File: src/rtl/multiplier_arbiter.sv
// Round-robin sharing of one external 4x4 multiplier between two requesters.
// One operation in flight; each result is held per requester until acknowledged.
module multiplier_arbiter #(
  parameter int MUL_LATENCY = 1
) (
  input  logic       clk,
  input  logic       rst_n,
  input  logic       req0_valid,
  input  logic [3:0] req0_a,
  input  logic [3:0] req0_b,
  output logic       req0_ready,
  output logic       res0_valid,
  output logic [7:0] res0_y,
  input  logic       res0_ack,
  input  logic       req1_valid,
  input  logic [3:0] req1_a,
  input  logic [3:0] req1_b,
  output logic       req1_ready,
  output logic       res1_valid,
  output logic [7:0] res1_y,
  input  logic       res1_ack,
  output logic [3:0] mul_a,
  output logic [3:0] mul_b,
  output logic       mul_enable,
  input  logic [7:0] mul_y,
  output logic       busy,
  output logic [7:0] op_count
);

  typedef enum logic [1:0] {
    IDLE = 2'd0,
    EXEC = 2'd1,
    DONE = 2'd2
  } state_t;

  localparam logic [1:0] CNT_INIT = 2'(MUL_LATENCY - 1);

  state_t     state_r, state_nxt_s;
  logic [3:0] mul_a_r, mul_a_nxt_s;
  logic [3:0] mul_b_r, mul_b_nxt_s;
  logic       mul_enable_r, mul_enable_nxt_s;
  logic       res0_valid_r, res0_valid_nxt_s;
  logic [7:0] res0_y_r, res0_y_nxt_s;
  logic       res1_valid_r, res1_valid_nxt_s;
  logic [7:0] res1_y_r, res1_y_nxt_s;
  logic [7:0] op_count_r, op_count_nxt_s;
  logic       last_grant_r, last_grant_nxt_s;
  logic       grant_id_r, grant_id_nxt_s;
  logic [1:0] cnt_r, cnt_nxt_s;
  logic       busy_r, busy_nxt_s;
  logic       grant0_s, grant1_s;

  // On a tie the requester that was not served last wins.
  assign grant0_s = req0_valid & (~req1_valid | last_grant_r);
  assign grant1_s = req1_valid & (~req0_valid | ~last_grant_r);

  assign req0_ready = (state_r == IDLE) & grant0_s;
  assign req1_ready = (state_r == IDLE) & grant1_s;
  assign mul_a      = mul_a_r;
  assign mul_b      = mul_b_r;
  assign mul_enable = mul_enable_r;
  assign res0_valid = res0_valid_r;
  assign res0_y     = res0_y_r;
  assign res1_valid = res1_valid_r;
  assign res1_y     = res1_y_r;
  assign op_count   = op_count_r;
  assign busy       = busy_r;

  // Next-state and datapath update logic.
  always_comb begin
    state_nxt_s      = state_r;
    mul_a_nxt_s      = mul_a_r;
    mul_b_nxt_s      = mul_b_r;
    mul_enable_nxt_s = mul_enable_r;
    res0_valid_nxt_s = res0_valid_r;
    res0_y_nxt_s     = res0_y_r;
    res1_valid_nxt_s = res1_valid_r;
    res1_y_nxt_s     = res1_y_r;
    op_count_nxt_s   = op_count_r;
    last_grant_nxt_s = last_grant_r;
    grant_id_nxt_s   = grant_id_r;
    cnt_nxt_s        = cnt_r;
    case (state_r)
      IDLE: begin
        if (grant0_s) begin
          mul_a_nxt_s      = req0_a;
          mul_b_nxt_s      = req0_b;
          mul_enable_nxt_s = 1'b1;
          grant_id_nxt_s   = 1'b0;
          cnt_nxt_s        = CNT_INIT;
          state_nxt_s      = EXEC;
        end else if (grant1_s) begin
          mul_a_nxt_s      = req1_a;
          mul_b_nxt_s      = req1_b;
          mul_enable_nxt_s = 1'b1;
          grant_id_nxt_s   = 1'b1;
          cnt_nxt_s        = CNT_INIT;
          state_nxt_s      = EXEC;
        end else begin
          state_nxt_s = IDLE;
        end
      end
      EXEC: begin
        if (cnt_r != 2'd0) begin
          cnt_nxt_s = cnt_r - 2'd1;
        end else begin
          if (grant_id_r == 1'b0) begin
            res0_y_nxt_s     = mul_y;
            res0_valid_nxt_s = 1'b1;
          end else begin
            res1_y_nxt_s     = mul_y;
            res1_valid_nxt_s = 1'b1;
          end
          mul_enable_nxt_s = 1'b0;
          mul_a_nxt_s      = 4'd0;
          mul_b_nxt_s      = 4'd0;
          state_nxt_s      = DONE;
        end
      end
      DONE: begin
        // Only the owner's ack, while its result is pending, closes the operation.
        if ((grant_id_r == 1'b0) && res0_ack && res0_valid_r) begin
          res0_valid_nxt_s = 1'b0;
          last_grant_nxt_s = 1'b0;
          op_count_nxt_s   = op_count_r + 8'd1;
          state_nxt_s      = IDLE;
        end else if ((grant_id_r == 1'b1) && res1_ack && res1_valid_r) begin
          res1_valid_nxt_s = 1'b0;
          last_grant_nxt_s = 1'b1;
          op_count_nxt_s   = op_count_r + 8'd1;
          state_nxt_s      = IDLE;
        end else begin
          state_nxt_s = DONE;
        end
      end
      default: begin
        state_nxt_s = IDLE;
      end
    endcase
    busy_nxt_s = (state_nxt_s != IDLE);
  end

  // State and output registers.
  always_ff @(posedge clk or negedge rst_n) begin
    if (!rst_n) begin
      state_r      <= IDLE;
      mul_a_r      <= 4'd0;
      mul_b_r      <= 4'd0;
      mul_enable_r <= 1'b0;
      res0_valid_r <= 1'b0;
      res0_y_r     <= 8'd0;
      res1_valid_r <= 1'b0;
      res1_y_r     <= 8'd0;
      op_count_r   <= 8'd0;
      last_grant_r <= 1'b1;
      grant_id_r   <= 1'b0;
      cnt_r        <= 2'd0;
      busy_r       <= 1'b0;
    end else begin
      state_r      <= state_nxt_s;
      mul_a_r      <= mul_a_nxt_s;
      mul_b_r      <= mul_b_nxt_s;
      mul_enable_r <= mul_enable_nxt_s;
      res0_valid_r <= res0_valid_nxt_s;
      res0_y_r     <= res0_y_nxt_s;
      res1_valid_r <= res1_valid_nxt_s;
      res1_y_r     <= res1_y_nxt_s;
      op_count_r   <= op_count_nxt_s;
      last_grant_r <= last_grant_nxt_s;
      grant_id_r   <= grant_id_nxt_s;
      cnt_r        <= cnt_nxt_s;
      busy_r       <= busy_nxt_s;
    end
  end

endmodule

File: config.mk
export PLATFORM = sky130hd
export DESIGN_NAME = multiplier_arbiter
export DESIGN_NICKNAME = d
export VERILOG_FILES = /design/src/rtl/multiplier_arbiter.sv
export SDC_FILE = /design/constraint.sdc
export NUM_CORES = 1
export LEC_CHECK = 0
export CAP_MARGIN = 40
export CORE_MARGIN = 2
export CORE_UTILIZATION = 44
export CTS_CLUSTER_SIZE = 20
export DETAILED_ROUTE_END_ITERATION = 10
export MAX_ROUTING_LAYER = met4
export PLACE_DENSITY = 0.88
export SETUP_SLACK_MARGIN = 0.1
export SLEW_MARGIN = 20
export SYNTH_ARGS = -nofsm -noshare
export SYNTH_HDL_FRONTEND = slang
export SYNTH_SLANG_ARGS = --single-unit
File: constraint.sdc
create_clock -name clk -period 1.5 [get_ports clk]
set_input_delay 0.15 -clock clk [delete_from_list [all_inputs] [get_ports clk]]
set_output_delay 0.15 -clock clk [all_outputs]
set_load 0.03 [all_outputs]
==> results.json <==
{
  "status": "finished with violations",
  "failed_checks": "setup timing",
  "dp_hpwl_um": 3270,
  "avgSynthCellArea_um2": 12.4,
  "hold_path_class": "primary input to async pin",
  "layout.area.seq_um2": 1060,
  "drc": 0,
  "nNetsFinal": 287,
  "root_buffer": "clkbuf_8",
  "cts-htree-levels": 2,
  "worst-r2r-cell-count": 5,
  "r2r_slack_ns": -0.01,
  "fin_util_pct": 77.4,
  "die_area_um2": 4710,
  "drv_slew": 0,
  "netlist_top_cells_area": "dfrtp_1, mux2_4, mux2_2, mux2i_1, nand2_1",
  "worst_pin_slew_ns": 0.367,
  "grt_max_degree": 20,
  "first_pass_iters": 5,
  "grt_pass1_wl_um": 7750,
  "hold_viol": 0,
  "arrival_ns": 1.40,
  "max-slew-margin-rel_pct": 75.5,
  "drive_gt1_share_pct": 35.7,
  "place_congestion": 0.789,
  "yosys_warnings": 0,
  "routedWlPerCell_um": 19.0,
  "fill_cells": 217,
  "clock_skew_ns": 0.00764,
  "synth_top_area_share_pct": 55.8,
  "grt_use_total_pct": 23.4,
  "multi_input_comb_area_um2": 902,
  "yosysTopAreaCell": "dfrtp_1",
  "final.setup.worst_slack_ns": -0.0520,
  "seq_area_frac_synth_pct": 57.2,
  "dpl-instance-area_um2": 2690,
  "cts_buffer_depth": 2,
  "final_cell_area_um2": 3100,
  "crit_fanout": 2,
  "routed_via_density": 5.31,
  "totalWireLength_um": 5790,
  "pwr_density_cell_nw_per_um2": 2140,
  "setup.worst_path.class": "primary input to output port",
  "antenna_found_initial": 0,
  "ioPinCount": 68,
  "synth_seq_cells": 42,
  "core-area_um2": 4000,
  "clock_latency_ns": 0.30,
  "grt_pass1_vias": 1561,
  "cts_tree": "yes",
  "layout_common_cells": "dfrtp_1, dlygate4sd2_1, buf_4, clkdlybuf4s50_1, nand2_1",
  "syn_nets": 181,
  "finalSetupViolCount": 5,
  "ir_drop_mv": 1.15,
  "synthesis.area_um2": 1840,
  "die_w_um": 68.6,
  "rsz0062_at_grt": "true",
  "portBuffers": 67,
  "grt_overflow": 0,
  "rows": 23,
  "cap_violations": 0,
  "finalCriticalPeriod_ns": 1.55,
  "cp-start-kind": "primary input",
  "area_growth_pct": 68.5,
  "finalCritPeriodShare_pct": 103,
  "clk_pin_slew_ns": 0.09,
  "initial_utilization_pct": 45.9,
  "ys_types": 35,
  "initialDrtViolationCount": 114,
  "leakage_uw": 0.00148,
  "r2r-end": "res0_y[6]",
  "antenna_cells": 0,
  "syn_inst": 148,
  "clock-sinks": 42,
  "num_vias": 1620,
  "dieHeight_um": 68.6,
  "required_ns": 1.35,
  "layout_commonest_cell": "dfrtp_1",
  "end_kind": "output port",
  "r2r_start": "state_r[1]",
  "numCtsBuffers": 5,
  "max_clock_freq_ghz": 0.644,
  "postRouteAntennaNets": 0
}
[cells by family after synthesis]
group | after synthesis | share of synthesized area, %
multiplexers | 25 | 16.4
flip-flops | 42 | 57.2
XOR/XNOR | 7 | 3.34
AND/OR/NAND/NOR | 39 | 10.6
buffers and inverters | 11 | 2.86
AO/OA/AOI/OAI | 21 | 7.56
adder cells (fa/ha/maj) | 3 | 2.04
[per-layer routing]
layer / routed length (um) / global-route usage, % / vias up
li1: - / - / 729
met1: 2320 / 27.5 / 827
met2: 3140 / 41.0 / 57
met3: 262 / 4.87 / 7
met4: 61 / 6.00 / 0
met5: 0 / - / -
[cells in the mapped netlist, drive strengths merged]
cell and number:
nand3 4, mux2 17, nand3b 1, mux2i 8
xor2 1, or3 1, a21oi 3, a21o 1
ha 3, clkbuf 1, a211o 1, a2111oi 1
dfstp 1, a211oi 1, a22o 2, nor2 6
o31ai 1, and4 1, nor3 3, nand2b 1
or2 2, and3 1, buf 4, nand2 15
o21bai 1, o21ai 10, xnor2 6, inv 6
dfrtp 41, nor2b 1, nand4 3
[report_power, final]
group / internal (uW) / switching, uW / total [uW]
Clock: 497 / 409 / 906
Combinational: 1700 / 2070 / 3770
Sequential: 1630 / 336 / 1960
[flip-flops by register name, summed over array words and instances, names as in the netlist, 2 cells and up]
name      cells
cnt_r         2
mul_a         4
mul_b         4
op_count      8
res0_y        8
res1_y        8
state_r       2
[critical path, cell delays in order]
cell	delay [ns]
clkdlybuf4s50_1	0.53
inv_1	0.13
a2111oi_4	0.37
buf_4	0.23
[how the worst max path moves through the flow]
stage	start	end	slack (ns)	depth (start not counted)
2_1_floorplan	state_r[0]	res0_y[0]	0.05	5
3_3_place_gp	res0_ack	op_count[1]	-0.03	4
3_5_place_dp	res0_ack	op_count[1]	-0.09	4
4_1_cts	state_r[1]	req1_ready	0.002	3
5_1_grt	req1_valid	req1_ready	-0.11	4
6_report	req1_valid	req1_ready	-0.05	4
[through the flow]
step	setup TNS, ns	worst slack (ns)	cells	power, uW	hold slack, ns
CTS	0	0.00182	293	6100	0.304
global placement	-0.0511	-0.0349	275	5090	0.0696
floorplan	0	0.0521	148	3810	-0.146
detailed placement	-0.581	-0.0887	275	5190	0.0729
finish	-0.0658	-0.0520	305	6640	0.283
global route	-0.507	-0.108	305	6940	0.314
[timing repair]
item	in CTS	in global routing
endpoints found under the hold margin	13	0
cloned	0	2
buffers inserted	10	10
resized for setup	56	22
setup endpoints to repair	70	29
pin swaps	8	11
hold buffers	1	0
[cell type report]
cell class | instances | share of cell area, %
multi-input combinational | 96 | 29.1
timing repair buffer | 103 | 30.5
sequential | 42 | 34.1
tap | 50 | 2.02
clock buffer | 6 | 2.34
clock inverter | 2 | 1.21
inverter | 6 | 0.727
(Power assumes the default switching activity.)
